==> src/rtl/cq_eth_arbiter.sv <==
// rtl/cq_eth_arbiter.sv - packet-granular round-robin merge of two AXI streams with output slice and truncation
module cq_eth_arbiter #(
   parameter int C_DATA_WIDTH = 64,
   parameter int KEEP_WIDTH   = C_DATA_WIDTH/32,
   parameter int USER_WIDTH   = 85,
   parameter int MAX_BEATS    = 256
) (
   input  logic                    user_clk,
   input  logic                    user_reset,

   input  logic [C_DATA_WIDTH-1:0] s0_axis_tdata,
   input  logic [KEEP_WIDTH-1:0]   s0_axis_tkeep,
   input  logic [USER_WIDTH-1:0]   s0_axis_tuser,
   input  logic                    s0_axis_tlast,
   input  logic                    s0_axis_tvalid,
   output logic                    s0_axis_tready,

   input  logic [C_DATA_WIDTH-1:0] s1_axis_tdata,
   input  logic [KEEP_WIDTH-1:0]   s1_axis_tkeep,
   input  logic [USER_WIDTH-1:0]   s1_axis_tuser,
   input  logic                    s1_axis_tlast,
   input  logic                    s1_axis_tvalid,
   output logic                    s1_axis_tready,

   output logic [C_DATA_WIDTH-1:0] m_axis_tdata,
   output logic [KEEP_WIDTH-1:0]   m_axis_tkeep,
   output logic [USER_WIDTH-1:0]   m_axis_tuser,
   output logic                    m_axis_tlast,
   output logic                    m_axis_tvalid,
   output logic                    m_axis_tid,
   input  logic                    m_axis_tready,

   output logic [31:0]             pkt_cnt0,
   output logic [31:0]             pkt_cnt1,
   output logic [15:0]             trunc_cnt
);

   localparam int BW = $clog2(MAX_BEATS);
   localparam logic [BW-1:0] LAST_BEAT = BW'(MAX_BEATS - 1);

   typedef enum logic [2:0] {IDLE, PASS0, PASS1, DRAIN0, DRAIN1} state_t;

   state_t          state, state_n;
   logic            rr, rr_n;
   logic            pick;
   logic [BW-1:0]   beat_cnt;
   logic            gnt;
   logic            slot_free;
   logic            fwd, close, trunc;

   logic [C_DATA_WIDTH-1:0] sel_tdata;
   logic [KEEP_WIDTH-1:0]   sel_tkeep;
   logic [USER_WIDTH-1:0]   sel_tuser;
   logic                    sel_tlast, sel_tvalid;

   assign gnt        = (state == PASS1) || (state == DRAIN1);
   assign slot_free  = m_axis_tready | ~m_axis_tvalid;
   assign sel_tdata  = gnt ? s1_axis_tdata  : s0_axis_tdata;
   assign sel_tkeep  = gnt ? s1_axis_tkeep  : s0_axis_tkeep;
   assign sel_tuser  = gnt ? s1_axis_tuser  : s0_axis_tuser;
   assign sel_tlast  = gnt ? s1_axis_tlast  : s0_axis_tlast;
   assign sel_tvalid = gnt ? s1_axis_tvalid : s0_axis_tvalid;

   always_comb begin
      state_n        = state;
      rr_n           = rr;
      pick           = 1'b0;
      s0_axis_tready = 1'b0;
      s1_axis_tready = 1'b0;
      fwd            = 1'b0;
      close          = 1'b0;
      trunc          = 1'b0;
      case (state)
         IDLE: begin
            // on a tie the source that did not win last time is granted
            if (s0_axis_tvalid | s1_axis_tvalid) begin
               pick    = (s0_axis_tvalid & s1_axis_tvalid) ? ~rr : s1_axis_tvalid;
               rr_n    = pick;
               state_n = pick ? PASS1 : PASS0;
            end
         end
         PASS0, PASS1: begin
            s0_axis_tready = ~gnt & slot_free;
            s1_axis_tready =  gnt & slot_free;
            if (sel_tvalid & slot_free) begin
               fwd = 1'b1;
               if (sel_tlast) begin
                  close   = 1'b1;
                  state_n = IDLE;
               end else if (beat_cnt == LAST_BEAT) begin
                  close   = 1'b1;
                  trunc   = 1'b1;
                  state_n = gnt ? DRAIN1 : DRAIN0;
               end
            end
         end
         DRAIN0, DRAIN1: begin
            s0_axis_tready = ~gnt;
            s1_axis_tready =  gnt;
            if (sel_tvalid & sel_tlast) state_n = IDLE;
         end
         default: state_n = IDLE;
      endcase
   end

   always_ff @(posedge user_clk) begin
      if (user_reset) begin
         state         <= IDLE;
         rr            <= 1'b1;
         beat_cnt      <= '0;
         m_axis_tdata  <= '0;
         m_axis_tkeep  <= '0;
         m_axis_tuser  <= '0;
         m_axis_tlast  <= 1'b0;
         m_axis_tvalid <= 1'b0;
         m_axis_tid    <= 1'b0;
         pkt_cnt0      <= '0;
         pkt_cnt1      <= '0;
         trunc_cnt     <= '0;
      end else begin
         state <= state_n;
         rr    <= rr_n;
         if (fwd) beat_cnt <= close ? '0 : beat_cnt + BW'(1);
         if (fwd) begin
            m_axis_tdata  <= sel_tdata;
            m_axis_tkeep  <= sel_tkeep;
            m_axis_tuser  <= sel_tuser;
            m_axis_tlast  <= sel_tlast | trunc;
            m_axis_tid    <= gnt;
            m_axis_tvalid <= 1'b1;
         end else if (m_axis_tready) begin
            m_axis_tvalid <= 1'b0;
         end
         if (close & ~gnt) pkt_cnt0 <= pkt_cnt0 + 32'd1;
         if (close &  gnt) pkt_cnt1 <= pkt_cnt1 + 32'd1;
         if (trunc && trunc_cnt != 16'hffff) trunc_cnt <= trunc_cnt + 16'd1;
      end
   end

endmodule

==> config.mk <==
export PLATFORM = sky130hd
export DESIGN_NAME = cq_eth_arbiter
export DESIGN_NICKNAME = d
export VERILOG_FILES = /design/src/rtl/cq_eth_arbiter.sv
export SDC_FILE = /design/constraint.sdc
export NUM_CORES = 1
export LEC_CHECK = 0
export BUFFER_PORTS_ARGS = -buffer_cell sky130_fd_sc_hd__buf_4
export CORE_AREA = 4 4 208 210
export DETAILED_ROUTE_END_ITERATION = 10
export DIE_AREA = 0 0 212 214
export PLACE_DENSITY_LB_ADDON = 0.2
export SLEW_MARGIN = 30
export SYNTH_ARGS = -nofsm -noshare
export SYNTH_HDL_FRONTEND = slang
export SYNTH_SLANG_ARGS = --single-unit
==> constraint.sdc <==
create_clock -name user_clk -period 2.3 [get_ports user_clk]
set_clock_uncertainty 0.1 [all_clocks]
set_input_delay 0.345 -clock user_clk [delete_from_list [all_inputs] [get_ports user_clk]]
set_output_delay 0.345 -clock user_clk [all_outputs]
set_load 0.02 [all_outputs]
Word level (Yosys, flattened, before mapping)
Cells that the tools add are included.

operators by class
  reduce and logical (&&, ||, !) cells = 8
  bitwise operators = 13
  muxes and demuxes = 28
  equality and inequality tests = 10
  $add $sub $neg = 4

operator list
  cell                   count
  $mux 85                1
  $add 32x1->32 const B  2
  $mux 64                1
  $mux 3                 6
  $add 16x1->16 const B  1
  $ne 16x16->1 const B   1
  $mux 1                 14
  $pmux 3 s3             1
  $add 8x1->8 const B    1
  $eq 8x8->1 const B     1
  $mux 8                 1
  $and 1x1->1            7
  $eq 3x2->1 const B     2
  $ne 2x2->1 const B     3
  $mux 2                 2
  $pmux 1 s2             2
  $reduce_and 4->1       1
  $reduce_or 2->1        2
  $eq 3x1->1 const B     1
  $eq 3x3->1 const B     1
  $logic_not 3->1        1
  $ne 3x3->1 const B     1
  $not 1->1              3
  $or 1x1->1             3
  other kinds (4)        4

storage, ports and cells
  output and inout bits = 236
  flip-flop bits (word level) = 246
  logic and storage cells = 75
  bits of input ports = 309

Depth between registers and ports, before layout
Gate-level depths: netlist of run 1.

  word-level depth = 7
  mapped depth = 9
  depth with buffers taken out = 6

Worst setup path before layout of run 1
No wires, ideal clock.

  path type = reg2reg
  start point = register pkt_cnt0[4]
  end point = register pkt_cnt0[27]
  setup time = 0.123 ns
  path buffers = 0
  arrival = 2.023 ns
  required time = 2.077 ns
  period minus slack after synthesis = 2.246 ns
  path slack = 0.054 ns
  cell stages (with the launch flop) = 6
  path through = dfxtp_1 > nand4_1 > nor3_2 > nand4_1 > nor4b_1 > mux2_1

between the ends
  cells in the longest elaborated chain, start to end = 1

RTL lines
  item                      RTL line  source
  start: declaration        33        output logic [31:0] pkt_cnt0,
  start signal: assignment  134       if (close & ~gnt) pkt_cnt0 <= pkt_cnt0 + 32'd1;
  $add 32x1->32             134

No other way between the ends.
A chain may end at the register's enable or synchronous reset.

Worst setup path in the final report of run 1
  start point = register state[0]
  end point = register pkt_cnt0[11]

between the ends
  cells in the longest elaborated chain, start to end = 7
  elaborated cells between the ends (all ways) = 13
  classes of those cells = 3 x eq/ne; 5 x mux; 3 x bitwise; 2 x reduce/logical

RTL lines
  item                                             RTL line  source
  start: declaration                               43        state_t state, state_n;
  start signal: assignment                         121       state <= state_n;
  $eq 3x2->1 / $eq 3x3->1 (equally long branches)  56, 73
  $logic_or 1x1->1                                 56        assign gnt = (state == PASS1) || (state == DRAIN1);
  $mux 1 (on tied branches)                        61, 62
  $mux 1 / $and 1x1->1 (equally long branches)     87, 85
  $mux 1                                           85        if (sel_tvalid & slot_free) begin
  $mux 1                                           73        case (state)
  $and 1x1->1 (*)                                  134

Every way passes the cells marked *; elsewhere a longest branch is shown, timed or not.

==> results.json, run 1 <==
{
  "via_per_inst": 5.12,
  "synthesis.nets": 1774,
  "worst-setup-path-type": "reg -> reg",
  "tritoncts": "built",
  "period_share_pct": 100,
  "critPathRequiredTime_ns": 2.65,
  "die_w_um": 212,
  "start_util_pct": 28.0,
  "synth.distinct_cells": 59,
  "dr.first_iter.drc_count": 1069,
  "fin_crit_ns": 2.30,
  "syn_avg_cell_area_um2": 7.95,
  "cts.sink_count": 246,
  "die-area_um2": 45400,
  "n_antenna_cell": 0,
  "final_antenna_net_count": 0,
  "synth_edf_count": 0,
  "crit_path_end_kind": "flip-flop",
  "cts-buffers-inserted": 31,
  "fillers": 3682,
  "setup_slack_ns": -0.00348,
  "synth.area.top_cells": "dfxtp_1 42%, a311oi_1 12%, nand2_1 11%, nor2_1 6.3%, a21oi_1 2.5%",
  "area_delta_synth_final_pct": 85.3,
  "hpwlAfterDp_mm": 36.0,
  "synthCells": 1461,
  "synth_top_flop_cell": "dfxtp_1",
  "crit_path_cell_trace": "or3b_4 -> or3_4 -> buf_4 -> a32oi_1 -> buf_4 -> nand4_1 -> mux2_1",
  "holdWs_ns": 0.0446,
  "gp_congestion": 0.898,
  "critPathArrivalTime_ns": 2.65,
  "synth_top_area_share_pct": 42.4,
  "fmax_ghz": 0.434,
  "slowest_stage": "or3b_4",
  "drive_above_1_share_pct": 33.6,
  "setup_violations": 1,
  "portBuffers": 544,
  "grt_pass1_wl_mm": 79.8,
  "syn_area_um2": 11600,
  "h-tree-depth": 1,
  "critPathMostFrequentCell": "buf_4",
  "antenna_found_initial": 1,
  "first_global_vias": 14500,
  "clkLatencyLatePin_ns": 0.56,
  "vias": 14900,
  "max-slew-margin-rel_pct": 63.4,
  "cap_violations": 0,
  "maxSlewViolCount": 0,
  "root_buffer": "clkbuf_16",
  "crit_buf_inv": 2,
  "finalNetCount": 2658,
  "design_area_um2": 21500,
  "rsz0062_at_grt": "yes",
  "outcome": "finished with violations",
  "hold_violations": 0,
  "tns_ns": -0.00348,
  "drc": 0,
  "worst_pin_slew_ns": 0.547,
  "routed_wl_mm": 54.4,
  "yosysWarnings": 0,
  "coreArea_um2": 41600,
  "multiInputGateArea_um2": 6370,
  "pin_count": 545,
  "critical_path.top_delay_family": "simple AND/OR/NAND/NOR gates",
  "worst_setup_path_start_kind": "flip-flop",
  "die_h_um": 214,
  "rows": 75,
  "p_per_area_nw_per_um2": 699,
  "synth_top_cell_by_area": "dfxtp_1",
  "leakage_nw": 9.00,
  "clkTransAtPathRegs_ns": 0.06,
  "grt_max_degree": 83,
  "failed_checks": "negative setup slack",
  "clockBufferDepth": 3,
  "ys_seq_area_share_pct": 42.4,
  "routedWlPerCell_um": 18.7,
  "synthArstFlopShare_pct": 0,
  "place_area_um2": 16800,
  "hp-class": "in -> reg",
  "grt_use_total_pct": 21.4,
  "ff_latch_area_um2": 4930,
  "ir_worst_vdd_mv": 0.507,
  "fin_util_pct": 51.8,
  "synth_seq_cells": 246,
  "max_stage_delay_ns": 0.44,
  "crit_fanout": 6,
  "overflow": 0,
  "drtPass1Iterations": 5
}
## stage by stage
stage | instances | power [mW] | setup slack [ns]
after global routing | 2906 | 15.8 | -0.0878
after detailed placement | 2515 | 9.57 | -0.0326
after global placement | 2515 | 9.53 | 0.00835
final | 2906 | 15.0 | -0.00348
after floorplan | 1461 | 7.45 | 0.0541
after CTS | 2872 | 14.7 | -0.000297
## final timing paths
check,cells after the start,to,slack (ns),start
max,7,pkt_cnt0[11]$_SDFFE_PP0P_,-0.003,state[0]$_SDFFE_PP0P_
min,3,m_axis_tdata[38]$_SDFFE_PP0P_,0.04,s1_axis_tdata[38]
max reg2reg,7,pkt_cnt0[11]$_SDFFE_PP0P_,-0.003,state[0]$_SDFFE_PP0P_
min reg2reg,2,m_axis_tlast$_SDFFE_PP0P_,0.37,m_axis_tlast$_SDFFE_PP0P_
## layout make-up
type	count	share of cell area [%]
clock buffer	50	4.26
clock inverter	5	0.157
inverter	11	0.203
multi-input combinational	1081	29.6
sequential	246	22.9
tap	539	3.13
timing repair buffer	974	39.8
## kinds of logic after synthesis
| group | synth area share [%] |
|---|---|
| muxes | 2.03 |
| adders and majority gates | 0.431 |
| DFF | 42.4 |
| buffers and inverters | 5.25 |
| AOI/OAI and AO/OA | 20.3 |
| and+or+nand+nor | 28.9 |
| xor gates and xnor gates | 0.678 |
## power by group
group | switching, mW | internal (mW) | leakage [nW]
combinational | 2.85 | 2.50 | 6.54
sequential | 0.318 | 4.79 | 2.01
clock | 1.89 | 2.70 | 0.459
total | 5.06 | 9.99 | 9.00
## layer usage
layer	global-route usage (%)	part of all wire (%)
met1	25.9	40
met2	36.7	49
met3	4.55	7.3
met4	8.64	3.8
met5	0	0.024
## timing repair
action                                 in CTS  in global routing
setup endpoints to repair                  10                 93
pin swaps                                   2                 24
buffers inserted                            3                 23
cloned                                      0                 10
gates resized for setup                    15                 52
endpoints found under the hold margin     151                  1
hold buffers                              299                  1
## flip-flops by register name (all words and copies together) (netlist names)
register       flops
m_axis_tuser      85
state              3
beat_cnt           8
m_axis_tid         1
trunc_cnt         16
rr                 1
pkt_cnt1          32
m_axis_tvalid      1
m_axis_tkeep       2
pkt_cnt0          32
m_axis_tdata      64
m_axis_tlast       1
## cells in the mapped netlist (3+ instances only)
cell type and number:
or2_2 12, nand4_1 27, o31ai_1 30, nor3_1 9, ha_1 4, a211oi_1 4, or3_1 15, o311ai_0 9
nand2_1 335, clkbuf_1 76, o2111ai_1 3, mux2_1 3, nor4_1 15, a21oi_1 57, nand3_1 40, and4_1 10
a311oi_1 154, nand2b_1 3, o21ai_0 21, buf_4 13, nor2b_1 24, or4_1 27, nor2_1 195, dfxtp_1 246
o41ai_1 10, buf_2 32, o211ai_1 3, inv_1 10, xor2_1 7, mux2_2 18, and2_1 8, and3_1 10
## worst min-delay path, stage by stage
cell and delay [ns]:
buf_4 0.11, nand2_1 0.10, a311oi_1 0.09
## cell usage in the layout, fill, tap and decap left out, drive strengths merged, types with 7 or more instances in the layout
| cell type | netlist | routed |
|---|---|---|
| dfxtp | 246 | 246 |
| o31ai | 30 | 30 |
| nand3 | 40 | 40 |
| nor3 | 11 | 11 |
| or2 | 12 | 12 |
| buf | 48 | 665 |
| a21oi | 57 | 57 |
| o21ai | 21 | 21 |
| and3 | 10 | 10 |
| nor2 | 196 | 196 |
| dlygate4sd3 | 0 | 300 |
| a311oi | 154 | 154 |
| and4 | 10 | 10 |
| xor2 | 7 | 7 |
| o311ai | 9 | 9 |
| nand2 | 335 | 335 |
| clkbuf | 76 | 59 |
| nor2b | 24 | 24 |
| and2 | 8 | 8 |
| nand4 | 27 | 27 |
| mux2 | 21 | 21 |
| inv | 10 | 11 |
| o41ai | 10 | 10 |
| or4 | 27 | 27 |
| nor4 | 16 | 16 |
| or3 | 15 | 15 |
Note: power is estimated with default switching activity, not from simulation.
==> inputs of run 2 (changes only) <==
--- a/config.mk
+++ b/config.mk
@@ -6,9 +6,9 @@
 export NUM_CORES = 1
 export LEC_CHECK = 0
 export BUFFER_PORTS_ARGS = -buffer_cell sky130_fd_sc_hd__buf_4
-export CORE_AREA = 4 4 208 210
+export CORE_AREA = 2 2 212 214
 export DETAILED_ROUTE_END_ITERATION = 10
-export DIE_AREA = 0 0 212 214
+export DIE_AREA = 0 0 214 216
 export PLACE_DENSITY_LB_ADDON = 0.2
 export SLEW_MARGIN = 30
 export SYNTH_ARGS = -nofsm -noshare
==> run 2 against run 1 <==
Flip-flop and latch count did not move. First-iteration DRC count fell by 24%. Register-to-register slack barely moved. Die area rose by 1.9%. Fmax rose by 0.18%. Global-route usage rose by 0.42 points. Critical path depth rose by 2. Count of clock-buffer cells in the layout fell by 7. Utilization fell by 1.4 points. The run now ends clean. Wire length rose by 0.70%. Largest power group unchanged.
==> results.json, run 2 (synthesis gave the netlist of run 1 again) <==
{
  "setup_slack_ns": 0.000776,
  "clockBufferDepth": 3,
  "finalNetCount": 2671,
  "r2r_setup_slack_ns": 0.0008,
  "cts-buffers-inserted": 30,
  "routed_wl_mm": 54.8,
  "hpwlAfterDp_mm": 35.6,
  "fin_crit_ns": 2.30,
  "crit_path_cell_trace": "buf_6 -> buf_4 -> xor2_2 -> and2_1 -> o32ai_4 -> buf_12 -> buf_8 -> or4_1 -> a21oi_1",
  "period_share_pct": 100,
  "place_area_um2": 17000,
  "post-place-ws_ns": -0.0689,
  "final_antenna_net_count": 0,
  "grt_pass1_wl_mm": 82.8,
  "switchingPower_mw": 5.07,
  "combPwrFrac_pct": 35.7,
  "root_buffer": "clkbuf_16",
  "critical_path.top_delay_family": "simple AND/OR/NAND/NOR gates",
  "fmax_ghz": 0.435,
  "grt_max_degree": 79,
  "crit_buf_inv": 4,
  "portBuffers": 544,
  "worst_setup_path_start_kind": "flip-flop",
  "n_antenna_cell": 0,
  "gp_congestion": 0.880,
  "dr.first_iter.drc_count": 816,
  "design_area_um2": 22100,
  "p_seq_share_pct": 34.0,
  "leakage_nw": 9.15,
  "power.internal_mw": 9.90,
  "drc": 0,
  "antenna_found_initial": 0,
  "overflow": 0,
  "via_per_inst": 5.02,
  "worst-path-stages": 9,
  "outcome": "complete, no violations",
  "cap_violations": 0,
  "top_regs": "m_axis_tuser x85, m_axis_tdata x64",
  "h-tree-depth": 1,
  "crit_fanout": 7,
  "min-delay-start": "s1_axis_tdata[39]",
  "die-area_um2": 46200,
  "hp-class": "in -> reg",
  "hold_violations": 0,
  "slowest_stage": "or4_1",
  "worst-setup-path-type": "reg -> reg",
  "drtPass1Iterations": 5,
  "largest_reg_flops": 85,
  "start_util_pct": 26.5,
  "first_global_vias": 14900,
  "setup.worst_path.start": "state[1]$_SDFFE_PP0P_",
  "ir_worst_vdd_mv": 0.385,
  "rsz0062_at_grt": "yes",
  "die_h_um": 216,
  "area_delta_synth_final_pct": 90.1,
  "max_stage_delay_ns": 0.46,
  "clkLatencyLatePin_ns": 0.57,
  "tritoncts": "built",
  "top_register": "m_axis_tuser",
  "die_w_um": 214,
  "r2r-start": "state[1]$_SDFFE_PP0P_",
  "critPathArrivalTime_ns": 2.71,
  "cts.sink_count": 246,
  "layout_common_cells": "637 x buf_4, 332 x nand2_1, 298 x dlygate4sd3_1",
  "final_common_cell": "buf_4",
  "rr_worst_depth": 9,
  "vias": 14900,
  "maxSlewViolCount": 0,
  "p_per_area_nw_per_um2": 678,
  "routedWlPerCell_um": 18.5,
  "grt_use_total_pct": 21.8,
  "p_sw_share_pct": 33.9,
  "clkTransAtPathRegs_ns": 0.06,
  "crit_path_end_kind": "flip-flop",
  "max-slew-margin-rel_pct": 46.0,
  "worst_pin_slew_ns": 0.809,
  "rows": 77,
  "critPathRequiredTime_ns": 2.71,
  "fillers": 3955,
  "drive_above_1_share_pct": 35.5,
  "pin_count": 545,
  "hold_depth": 3,
  "clkPwrFrac_pct": 30.3,
  "setup_violations": 0,
  "coreArea_um2": 43800
}
-- run 2: changes by cell type in the layout (fill, tap and decap cells not counted), moves of 8 or more --
| cell | delta |
|---|---|
| mux2_2 | -9 |
| a21oi_2 | +9 |
| mux2_4 | +9 |
| o31ai_1 | -8 |
| a21oi_1 | -8 |
| o31ai_2 | +8 |
-- run 2: path summary, 6_finish.rpt --
check                                        to
setup / recovery       pkt_cnt1[4]$_SDFFE_PP0P_
hold / removal    m_axis_tdata[39]$_SDFFE_PP0P_
setup reg to reg       pkt_cnt1[4]$_SDFFE_PP0P_
hold reg to reg       m_axis_tlast$_SDFFE_PP0P_
-- run 2: final cells by class --
type | count | area [um2] | share of cell area [%]
clock buffers | 43 | 851 | 3.85
clock inverters | 6 | 60.1 | 0.272
repair buffers | 986 | 8690 | 39.3
flip-flops and latches | 246 | 4930 | 22.3
multi-input cells | 1083 | 6770 | 30.7
well taps | 592 | 741 | 3.35
inverters | 11 | 43.8 | 0.198
-- run 2: worst min-delay path: stages --
cell and delay (ns):
buf_4 0.11, nand2_1 0.10, a311oi_1 0.09
-- run 2: power by group through the flow --
stage	Sequential, mW	Combinational, mW	Clock [mW]
after floorplan	5.74	1.71	0
after global placement	5.14	4.43	0
after detailed placement	5.16	4.46	0
after CTS	5.08	5.03	4.67
after global routing	5.15	5.72	4.82
final	5.10	5.35	4.53
-- run 2: per-layer routing --
layer | vias to the layer above | global-route usage (%) | routed length (um) | share of wire, %
met3 | 115 | 4.76 | 3690 | 6.7
met2 | 598 | 38.3 | 27200 | 50
met4 | 0 | 7.97 | 1750 | 3.2
met1 | 7088 | 26.1 | 22200 | 40
met5 | - | 0 | 0 | 0
li1 | 7108 | - | - | -
-- run 2: stage by stage --
stage                     hold WS, ns  TNS (ns)  std cells  util (%)  total power, mW
after floorplan                 0.362         0       1461         -             7.45
after global placement          0.360   -0.0571       2579      38.7             9.57
after detailed placement        0.357    -0.389       2579      38.7             9.62
after CTS                    0.000327    -0.323       2945      48.6             14.8
after global routing           0.0406     -1.46       2967      50.4             15.7
final                          0.0459         0       2967      50.4             15.0
-- run 2: repair_timing --
item,in CTS,in global routing
hold buffers,297,1
cloned,7,7
endpoints found under the setup margin,15,171
pin swaps,27,53
hold endpoints to repair,152,1
setup buffers,14,16
resized for setup,48,101
==> inputs of run 3 (changes only) <==
==> config.mk (replaced) <==
export PLATFORM = sky130hd
export DESIGN_NAME = cq_eth_arbiter
export DESIGN_NICKNAME = d
export VERILOG_FILES = /design/src/rtl/cq_eth_arbiter.sv
export SDC_FILE = /design/constraint.sdc
export NUM_CORES = 1
export LEC_CHECK = 0
export BUFFER_PORTS_ARGS = -buffer_cell sky130_fd_sc_hd__buf_2
export CORE_AREA = 2 2 212 214
export DETAILED_ROUTE_END_ITERATION = 10
export DIE_AREA = 0 0 214 216
export PLACE_DENSITY_LB_ADDON = 0.2
export SLEW_MARGIN = 10
export SYNTH_ARGS = -nofsm -noshare
export SYNTH_HDL_FRONTEND = slang
export SYNTH_SLANG_ARGS = --single-unit
==> run 3 against run 2 <==
The flow now finishes with violations (negative setup slack). Via count decreased by 0.78%. Non-clock buffer count decreased by 19. Flip-flop and latch count unchanged. Register-to-register slack got worse by 0.04 ns. Total power decreased by 1.9%. Combinational power decreased by 11%. Worst hold slack got worse by 0.013 ns. First-iteration DRC count increased by 2.2%. Clock power increased by 7.7%. Critical path depth decreased by 1. Sequential power decreased by 0.8%. Final area decreased by 8.1%. Critical path type unchanged.
==> results.json, run 3 (synthesis gave the netlist of run 1 again) <==
{
  "outcome": "finished with violations",
  "failed_checks": "negative setup slack",
  "drc": 0,
  "p_sw_share_pct": 34.1,
  "period_share_pct": 102,
  "drtPass1Iterations": 5,
  "setup_slack_ns": -0.0353,
  "clkLatencyLatePin_ns": 0.59,
  "antenna_found_initial": 0,
  "fin_crit_ns": 2.34,
  "grt_use_total_pct": 20.5,
  "portBuffers": 544,
  "gp_congestion": 0.948,
  "largest_reg_flops": 85,
  "p_per_area_nw_per_um2": 724,
  "ir_worst_vdd_mv": 0.582,
  "root_buffer": "clkbuf_16",
  "die-area_um2": 46200,
  "r2r-start": "state[2]$_SDFFE_PP0P_",
  "multiInputGateArea_um2": 6500,
  "clkTransAtPathRegs_ns": 0.06,
  "rows": 77,
  "critPathRequiredTime_ns": 2.68,
  "p_seq_share_pct": 34.4,
  "die_h_um": 216,
  "crit_path_end_kind": "flip-flop",
  "setup_violations": 9,
  "routed_wl_mm": 51.5,
  "pin_count": 545,
  "clockBufferDepth": 3,
  "fmax_ghz": 0.428,
  "design_area_um2": 20300,
  "fillers": 4178,
  "hold_violations": 0,
  "tns_ns": -0.203,
  "worst_setup_path_start_kind": "flip-flop",
  "slowest_stage": "mux2_2",
  "worst_pin_slew_ns": 0.558,
  "overflow": 0,
  "top_regs": "m_axis_tuser x85, m_axis_tdata x64",
  "coreArea_um2": 43800,
  "min-delay-start": "s1_axis_tuser[38]",
  "cap_violations": 0,
  "finalNetCount": 2652,
  "routedWlPerCell_um": 17.4,
  "r2r_setup_slack_ns": -0.04,
  "whs_endpoint": "m_axis_tuser[38]$_SDFFE_PP0P_",
  "grt_pass1_wl_mm": 78.1,
  "hpwlAfterDp_mm": 34.2,
  "r2r-end": "pkt_cnt0[13]$_SDFFE_PP0P_",
  "hp-class": "in -> reg",
  "final_antenna_net_count": 0,
  "hold_depth": 3,
  "first_global_vias": 14400,
  "grt_max_degree": 89,
  "max-slew-margin-rel_pct": 62.7,
  "dr.first_iter.drc_count": 834,
  "tritoncts": "built",
  "drive_above_1_share_pct": 34.4,
  "leakage_nw": 8.76,
  "cts-buffers-inserted": 31,
  "ff_latch_area_um2": 4930,
  "die_w_um": 214,
  "maxSlewViolCount": 0,
  "h-tree-depth": 1,
  "final_common_cell": "buf_2",
  "top_register": "m_axis_tuser",
  "area_delta_synth_final_pct": 74.6,
  "clkPwrFrac_pct": 33.2,
  "power.internal_mw": 9.69,
  "critPathArrivalTime_ns": 2.71,
  "switchingPower_mw": 5.01,
  "vias": 14800,
  "layout_common_cells": "542 x buf_2, 332 x nand2_1, 299 x dlygate4sd3_1",
  "n_antenna_cell": 0,
  "crit_path_cell_trace": "buf_4 -> nor2b_1 -> and4_1 -> buf_4 -> o32ai_4 -> buf_12 -> nor4_2 -> mux2_2",
  "max_stage_delay_ns": 0.36,
  "rsz0062_at_grt": "yes",
  "place_area_um2": 15700,
  "cts.sink_count": 246,
  "combPwrFrac_pct": 32.3,
  "via_per_inst": 5.01,
  "start_util_pct": 26.5,
  "rr_worst_depth": 8,
  "crit_fanout": 23,
  "worst-setup-path-type": "reg -> reg",
  "critPathMostFrequentCell": "buf_4",
  "total_power_mw": 14.7
}
-- run 3: cell count changes in the layout (fill, tap and decap cells not counted), moves of 7 or more --
cell      previous run  this run
buf_4              637        90
buf_2                1       542
buf_6               17         8
clkbuf_8             4        11
nor4_2               0         7
o31ai_1             22        29
o31ai_2              8         1
-- run 3: worst max-delay path: cells and delay by family (launching register included) --
family / cells / cell delay, ns
AOI/OAI and AO/OA: 1 / 0.12
buffers and inverters: 3 / 0.57
DFF: 1 / 0.34
muxes: 1 / 0.36
and+or+nand+nor: 3 / 0.72
-- run 3: how the worst max path moves through the flow --
stage	startpoint	to	slack, ns	depth (start not counted)
finish	state[2]$_SDFFE_PP0P_	pkt_cnt0[13]$_SDFFE_PP0P_	-0.04	8
CTS	state[1]$_SDFFE_PP0P_	s1_axis_tready	-0.02	6
global route	state[2]$_SDFFE_PP0P_	pkt_cnt0[25]$_SDFFE_PP0P_	-0.14	8
global placement	state[1]$_SDFFE_PP0P_	pkt_cnt0[24]$_SDFFE_PP0P_	0.03	7
detailed placement	state[1]$_SDFFE_PP0P_	pkt_cnt0[7]$_SDFFE_PP0P_	-0.04	7
floorplan	pkt_cnt0[4]$_SDFFE_PP0P_	pkt_cnt0[27]$_SDFFE_PP0P_	0.05	5
-- run 3: power by group through the flow --
stage / clock network (mW) / registers, mW / logic (mW)
floorplan: 0 / 5.74 / 1.71
global placement: 0 / 5.11 / 4.00
detailed placement: 0 / 5.13 / 4.04
CTS: 5.04 / 5.04 / 4.50
global route: 5.21 / 5.11 / 5.11
finish: 4.88 / 5.06 / 4.75
-- run 3: routing by layer --
layer | routed length (um) | track usage [%]
met1 | 20900 | 24.3
met2 | 25200 | 36.2
met3 | 3700 | 4.45
met4 | 1610 | 7.30
met5 | 0 | 0
-- run 3: through the flow --
stage	hold slack, ns	utilization [%]	setup slack [ns]	std cells
floorplan	0.362	-	0.0541	1461
global route	0.00203	46.3	-0.143	2955
CTS	0.00466	45.1	-0.0155	2940
global placement	0.346	35.7	0.0277	2583
finish	0.0333	46.3	-0.0353	2955
detailed placement	0.355	35.7	-0.0389	2583
-- run 3: repair_timing --
action | CTS | global route
setup endpoints to repair | 12 | 81
buffers inserted | 1 | 9
pin swaps | 1 | 24
endpoints found under the hold margin | 151 | 0
gates resized for setup | 16 | 72
cloned | 0 | 6
hold buffers | 299 | 0
-- run 3: cell type report --
class                   count  area share, %
clock buffers              47           4.61
clock inverters            10          0.426
inverters                  11          0.216
multi-input cells        1082           32.0
flip-flops and latches    246           24.3
well taps                 592           3.65
repair buffers            967           34.8
